===== config.mk =====
export PLATFORM = sky130hd
export DESIGN_NAME = fetch_ctrl
export DESIGN_NICKNAME = d
export VERILOG_FILES = /design/src/rtl/fetch_pkg.sv /design/src/rtl/bin_counter_load.sv /design/src/rtl/fetch_ctrl.sv
export SDC_FILE = /design/constraint.sdc
export NUM_CORES = 1
export LEC_CHECK = 0
export CAP_MARGIN = 30
export CELL_PAD_IN_SITES_DETAIL_PLACEMENT = 1
export CELL_PAD_IN_SITES_GLOBAL_PLACEMENT = 2
export CORE_MARGIN = 3
export CORE_UTILIZATION = 28
export CTS_CLUSTER_SIZE = 30
export DETAILED_ROUTE_END_ITERATION = 8
export PLACE_DENSITY_LB_ADDON = 0.08
export SYNTH_ARGS = -nofsm -noshare
export SYNTH_HDL_FRONTEND = slang
export SYNTH_SLANG_ARGS = --single-unit

===== constraint.sdc =====
create_clock -name clk -period 7.85 [get_ports clk]
set_input_delay 0.785 -clock clk [delete_from_list [all_inputs] [get_ports clk]]
set_output_delay 0.785 -clock clk [all_outputs]
set_load 0.005 [all_outputs]

===== src/rtl/fetch_pkg.sv =====
// Shared types and line geometry for the instruction fetch controller.
// The state enum is also used by the bench to check the reset state.
package fetch_pkg;

  typedef enum logic [2:0] {
    ST_IDLE  = 3'd0,
    ST_REQ   = 3'd1,
    ST_WAIT  = 3'd2,
    ST_PUSH  = 3'd3,
    ST_DRAIN = 3'd4
  } fetch_state_t;

  localparam int WORDS_PER_LINE = 4;
  localparam int OFFSET_W       = 2;
  localparam int LINE_BYTES     = 16;

  function automatic logic is_last_word(input logic [OFFSET_W-1:0] idx);
    return idx == OFFSET_W'(WORDS_PER_LINE - 1);
  endfunction

endpackage


===== src/rtl/bin_counter_load.sv =====
// Generic binary up-counter with synchronous load and synchronous active-high reset.
// Wraps modulo 2^WIDTH; ld has priority over en.
module bin_counter_load #(
  parameter int WIDTH = 32
) (
  input  logic             clk,
  input  logic             reset,
  input  logic             en,
  input  logic             ld,
  input  logic [WIDTH-1:0] ld_val,
  output logic [WIDTH-1:0] count
);

  always_ff @(posedge clk) begin
    if (reset) begin
      count <= '0;
    end else if (ld) begin
      count <= ld_val;
    end else if (en) begin
      count <= count + 1'b1;
    end
  end

endmodule


===== src/rtl/fetch_ctrl.sv =====
// Line-based instruction fetch: requests 16-byte lines from the I-cache and streams
// their four words into the fetch queue. Define FETCH_PERF_EN to add perf counters.
module fetch_ctrl
  import fetch_pkg::*;
#(
  parameter int                    DATA_WIDTH = 32,
  parameter int                    ADDR_WIDTH = 32,
  parameter logic [ADDR_WIDTH-1:0] RESET_PC   = '0
) (
  input  logic                    clk,
  input  logic                    reset,
  input  logic                    redirect_valid,
  input  logic [ADDR_WIDTH-1:0]   redirect_pc,
  output logic                    ic_req_valid,
  output logic [ADDR_WIDTH-1:0]   ic_req_addr,
  input  logic                    ic_req_ready,
  input  logic                    ic_rsp_valid,
  input  logic [4*DATA_WIDTH-1:0] ic_rsp_data,
  output logic                    fq_push,
  output logic [DATA_WIDTH-1:0]   fq_data,
  input  logic                    fq_full,
  output logic                    fq_flush,
  output logic [1:0]              fq_offset,
`ifdef FETCH_PERF_EN
  output logic [31:0]             perf_lines,
  output logic [31:0]             perf_stalls,
`endif
  output logic [2:0]              dbg_state
);

  // Handshake: a cache request transfers on a cycle where ic_req_valid && ic_req_ready;
  // once raised, valid and addr hold until that cycle unless a redirect retargets them.
  // The cache answers each accepted request with exactly one ic_rsp_valid pulse.

  fetch_state_t          state;
  fetch_state_t          state_next;
  logic [ADDR_WIDTH-1:0] pc;
  logic [ADDR_WIDTH-1:0] redirect_line;
  logic [OFFSET_W-1:0]   index;
  logic [DATA_WIDTH-1:0] line_buf [WORDS_PER_LINE];

  logic flush_now;
  logic push_now;
  logic req_fire;
  logic line_done;
  logic unused_low_bits;

  assign redirect_line   = {redirect_pc[ADDR_WIDTH-1:4], 4'b0000};
  assign unused_low_bits = ^redirect_pc[1:0];

  // Redirects are ignored in IDLE; reset masks every strobe so nothing leaks out.
  assign flush_now = redirect_valid && (state != ST_IDLE) && !reset;
  assign push_now  = (state == ST_PUSH) && !fq_full && !flush_now && !reset;
  assign req_fire  = (state == ST_REQ) && ic_req_ready && !reset;
  assign line_done = push_now && is_last_word(index);

  always_ff @(posedge clk) begin : state_reg
    if (reset) begin
      state <= ST_IDLE;
    end else begin
      state <= state_next;
    end
  end

  always_comb begin : next_state_logic
    state_next = state;
    unique case (state)
      ST_IDLE: begin
        state_next = ST_REQ;
      end
      ST_REQ: begin
        // A request accepted in the redirect cycle still owes us a response.
        if (flush_now) begin
          state_next = req_fire ? ST_DRAIN : ST_REQ;
        end else if (req_fire) begin
          state_next = ST_WAIT;
        end
      end
      ST_WAIT: begin
        if (flush_now) begin
          state_next = ic_rsp_valid ? ST_REQ : ST_DRAIN;
        end else if (ic_rsp_valid) begin
          state_next = ST_PUSH;
        end
      end
      ST_PUSH: begin
        if (flush_now || line_done) begin
          state_next = ST_REQ;
        end
      end
      ST_DRAIN: begin
        // Further redirects only move pc; leave once the stale response is swallowed.
        if (ic_rsp_valid) begin
          state_next = ST_REQ;
        end
      end
      default: begin
        state_next = ST_IDLE;
      end
    endcase
  end

  always_ff @(posedge clk) begin : datapath_reg
    if (reset) begin
      pc    <= RESET_PC;
      index <= '0;
      for (int w = 0; w < WORDS_PER_LINE; w++) begin
        line_buf[w] <= '0;
      end
    end else begin
      if (flush_now) begin
        pc <= redirect_line;
      end else if (line_done) begin
        pc <= pc + ADDR_WIDTH'(LINE_BYTES);
      end

      if ((state == ST_WAIT) && ic_rsp_valid && !flush_now) begin
        index <= '0;
        for (int w = 0; w < WORDS_PER_LINE; w++) begin
          line_buf[w] <= ic_rsp_data[w*DATA_WIDTH +: DATA_WIDTH];
        end
      end else if (push_now) begin
        index <= index + 1'b1;
      end
    end
  end

  always_comb begin : output_logic
    ic_req_valid = (state == ST_REQ) && !reset;
    ic_req_addr  = ic_req_valid ? pc : '0;
    fq_push      = push_now;
    fq_data      = ((state == ST_PUSH) && !reset) ? line_buf[index] : '0;
    fq_flush     = flush_now;
    fq_offset    = flush_now ? redirect_pc[3:2] : 2'b00;
    dbg_state    = state;
  end

`ifdef FETCH_PERF_EN
  logic stall_now;

  // Stalls count every PUSH cycle the queue is full, redirect or not.
  assign stall_now = (state == ST_PUSH) && fq_full && !reset;

  bin_counter_load #(.WIDTH(32)) u_perf_lines (
    .clk    (clk),
    .reset  (reset),
    .en     (line_done),
    .ld     (1'b0),
    .ld_val (32'd0),
    .count  (perf_lines)
  );

  bin_counter_load #(.WIDTH(32)) u_perf_stalls (
    .clk    (clk),
    .reset  (reset),
    .en     (stall_now),
    .ld     (1'b0),
    .ld_val (32'd0),
    .count  (perf_stalls)
  );
`endif

endmodule


==> out/summary.md <==
Derived from the worst setup path, the maximum achievable clock frequency is 247 MHz. After layout, the design draws a total of 2.10 mW. The synthesized design contains 163 register bits.

The flow ran to the end, and the final reports show no timing, DRC or antenna violations. Clock-pin slew was measured on the worst setup and hold paths at 70 ps. The run gives 28.6% as the starting utilization of the core area. The setup check on the worst reg-to-reg path leaves a slack of 5210 ps.

Post-detailed-route wirelength per cell: 17.9 um. After layout, the worst path uses 51.5% of the clock period. For the final routed database, the setup TNS stands at 0 ps. The most numerous cell type found on the critical path is sky130_fd_sc_hd__clkdlybuf4s50_1. For the number of levels the H-tree was split into, the log shows 4. Global routing consumed, over all layers together, 14.5% of the routing resources. The leading cell type in the layout, fill and taps excluded is sky130_fd_sc_hd__clkdlybuf4s50_1. The count of final max-slew check failures was 0. For the total leakage power, the log shows 3.90 nW. TritonCTS built the clock tree. The worst hold slack after final layout is 542 ps.

The data required time at the worst endpoint was 7070 ps; the power density over the cells was 185 mW/mm2. The dominant combinational cell family by area after synthesis was simple AND/OR/NAND/NOR gates. The tools report the count of different cell masters after synthesis as 62.

The fraction of registers with async set/reset came out at 0%. Summing every instance area after synthesis gives 0.00798 mm2. Post-CTS repair changed the size of 0 cells. During I/O placement, the number of pins put on the boundary was 238. Traced cell by cell, the critical path runs through clkdlybuf4s50_1 -> nor2b_1 -> nand2_1 -> buf_4 -> inv_1 -> clkdlybuf4s50_1. The worst register-to-register path has a depth of 5. Of the post-synthesis cell area, the part taken by muxes is 9.53%. After detailed routing, the total wire length is 22100 um.

The compound-gate portion of the synthesized area works out to 4.86%. The run gives 0 as the count of maximum capacitance violations. Setup slack closes at 3810 ps.

The die width came out at 175 um. Detailed placement ended at an HPWL of 15400 um. The stage delay of the slowest cell on the critical path came out at 810 ps. In the synthesized netlist the dominant register cell turns out to be sky130_fd_sc_hd__edfxtp_1.

Before antenna repair, the detailed router went through 4 iterations. The logs give 0 for the global route total overflow and 3260 ps for the worst path arrival time. Setup violations remaining at the end of the flow were counted as 0. After clock tree synthesis, the flow added hold-fix buffers numbering 0.

The cell count after synthesis was 628. The number of violations reported at the end of detailed-routing iteration 0 is 241. The startpoint identified for the worst hold timing path is index[1].

The initial antenna violation count was 6; the share of final-layout standard cells stronger than drive strength 1 was 11.0%. The clock drives 163 sinks. Clock skew on the completed layout was measured at 10.5 ps. Post-layout net count: 1013. The via count of the first global-routing pass is 6159, and the worst ir drop on vdd is 0.135 mV.

A synthesized cell averages 12.7 um2. In this run, synthesis inferred 128 flip-flops with an integrated enable. The congestion estimate from routability-driven global placement came to 0.808.

Setup repair after global routing left no endpoint under its margin. The clock passes through at most 2 buffers. The fraction of synthesized cell area in xor and xnor cells came out at 2.08%. Once placement completed, the tool counted placed cells totaling 1202. In this run the vertical extent of the chip is 175 um.

The post-route antenna net violation count is 0. For the final count of hold timing violations, the log shows 0. The run gives 0.0107 mm2 as the area of placed instances. The cell with the largest stage delay on the worst path is sky130_fd_sc_hd__clkdlybuf4s50_1.

At the later pin of the worst-skew pair, clock insertion delay measures 420 ps. Row generation in the floorplan step produced 61 rows. Number of buffers added by the clock tree synthesis step: 17. Headroom to the max-slew limit came out at 43.4%. The port buffer count was 231. Of all nets on the critical path, the largest fanout is 40.

The tools report the count of warnings emitted by yosys as 0. The library cells used most frequently in the layout, excluding fill and tap cells, are 231 x sky130_fd_sc_hd__clkdlybuf4s50_1, 156 x sky130_fd_sc_hd__and2_1, 128 x sky130_fd_sc_hd__edfxtp_1, 36 x sky130_fd_sc_hd__nor2b_1, 33 x sky130_fd_sc_hd__dfxtp_1. STA classifies the critical path endpoint as a primary output.

The root buffer cell chosen for the clock tree is sky130_fd_sc_hd__clkbuf_16. The worst hold path was traced through 2 stages. For this run, design rule violations remaining after detail routing come to 0.

The run gives 0 as the count of buffers added by post-CTS timing repair for setup. Core region area: 0.0279 mm2. Relative to the synthesized area, the layout overhead comes to 42.3%. The time the worst path needs with I/O delays and setup was 4040 ps; the sequential cell area fraction in the yosys report was 56.9%. The tools report the number of cells in the finished layout apart from fillers as 1236. The maximum number of pins on one net before global-route repair is 129. The element type at the critical path start was an input pin. For the die footprint, the log shows 0.0306 mm2. The worst reg2reg path endpoint was line_buf[2][1]. Prior to clock tree synthesis, the placed netlist has a worst setup slack of 3760 ps. The final instance area was 0.0114 mm2; the synthesized-area fraction occupied by and/or/nand/nor cells was 23.2%. The routed layout has 5624 vias. The average vias per placed instance was 4.55.

The path class of the tightest hold or removal check is register to register. The critical path in this run is classified as input pin to primary output. End-of-flow core utilization: 40.7%.

The worst register-to-register path begins at dbg_state[1]. The first global-routing pass estimated 34900 um of wire. The measured slew at the worst slew-check pin came out at 847 ps. Summing the areas of all fa, ha and maj instances in the mapped netlist gives 0.313% of the synthesized area.
[worst max-delay path: cells and delay by family]
family	cells	cell delay, ps
buffers and inverters	4	2060
AND/OR/NAND/NOR	2	400
[state kept, by name, indices dropped and copies added, names as in the netlist, named ones only]
name and flops:
line_buf 128, pc 28, dbg_state 3, index 2
[where the power goes]
group	switching (mW)	leakage, nW	internal (mW)
Clock	0.370	0.311	0.544
Combinational	0.0668	1.98	0.121
Sequential	0.0291	1.61	0.969
Total	0.466	3.90	1.63
[metal layers]
| metal | global-route usage, % | routed length, um | up-vias |
|---|---|---|---|
| met4 | 3.49 | 212 | 10 |
| met2 | 25.4 | 11200 | 146 |
| met5 | 0 | 57 | - |
| met1 | 17.1 | 9030 | 2746 |
| li1 | - | - | 2699 |
| met3 | 5.19 | 1570 | 23 |
[how the worst max path moves through the flow]
stage / startpoint / to / slack (ps) / depth (start not counted)
after floorplan: redirect_valid / line_buf[0][0] / 250 / 2
after global placement: redirect_valid / fq_flush / 3810 / 6
after detailed placement: redirect_valid / fq_flush / 3760 / 6
after CTS: redirect_valid / fq_flush / 3760 / 6
after global routing: redirect_valid / fq_flush / 3590 / 6
final: redirect_valid / fq_flush / 3810 / 6
[Yosys cell counts (2+ instances only)]
cell type	n	area, um2
sky130_fd_sc_hd__and2_1	156	976
sky130_fd_sc_hd__edfxtp_1	128	3840
sky130_fd_sc_hd__nor2b_1	36	225
sky130_fd_sc_hd__dfxtp_1	35	701
sky130_fd_sc_hd__mux4_2	32	721
sky130_fd_sc_hd__clkbuf_1	28	105
sky130_fd_sc_hd__nor2_1	27	101
sky130_fd_sc_hd__nand2_1	16	60.1
sky130_fd_sc_hd__a211oi_1	15	113
sky130_fd_sc_hd__xnor2_1	14	123
sky130_fd_sc_hd__nor3_1	12	60.1
sky130_fd_sc_hd__buf_2	9	45.0
sky130_fd_sc_hd__nand3_1	9	45.0
sky130_fd_sc_hd__nand4_1	8	50.1
sky130_fd_sc_hd__o21ai_0	7	35.0
sky130_fd_sc_hd__inv_1	6	22.5
sky130_fd_sc_hd__a22oi_1	5	37.5
sky130_fd_sc_hd__buf_4	5	37.5
sky130_fd_sc_hd__xor2_1	5	43.8
sky130_fd_sc_hd__and3_1	4	25.0
sky130_fd_sc_hd__mux2i_1	4	40.0
sky130_fd_sc_hd__nor4_1	4	25.0
sky130_fd_sc_hd__or4_1	4	30.0
sky130_fd_sc_hd__a21oi_1	3	15.0
sky130_fd_sc_hd__a311oi_1	3	26.3
sky130_fd_sc_hd__and4_1	3	26.3
sky130_fd_sc_hd__buf_1	3	11.3
sky130_fd_sc_hd__nand2b_1	3	18.8
sky130_fd_sc_hd__nor4_2	3	37.5
sky130_fd_sc_hd__or3_1	3	18.8
sky130_fd_sc_hd__buf_6	2	22.5
sky130_fd_sc_hd__ha_1	2	25.0
sky130_fd_sc_hd__nand3_2	2	20.0
sky130_fd_sc_hd__nand3b_1	2	15.0
sky130_fd_sc_hd__o211ai_1	2	15.0
sky130_fd_sc_hd__o22ai_1	2	12.5
[area by class of cell]
| class | instances | area, um2 |
|---|---|---|
| diodes | 1 | 2.50 |
| clock buffers | 17 | 425 |
| clock inverters | 14 | 214 |
| fillers | 3034 | 16600 |
| inverters | 6 | 22.5 |
| multi-input cells | 415 | 3230 |
| flip-flops and latches | 163 | 4550 |
| well taps | 378 | 473 |
| repair buffers | 242 | 2450 |
[cells by family after synthesis]
kind of cell	count (synthesis)
AOI/OAI and AO/OA	52
and+or+nand+nor	302
other	1
buffers and inverters	53
muxes	36
adders and majority gates	2
DFF	163
xor gates and xnor gates	19
(Power assumes the default switching activity.)
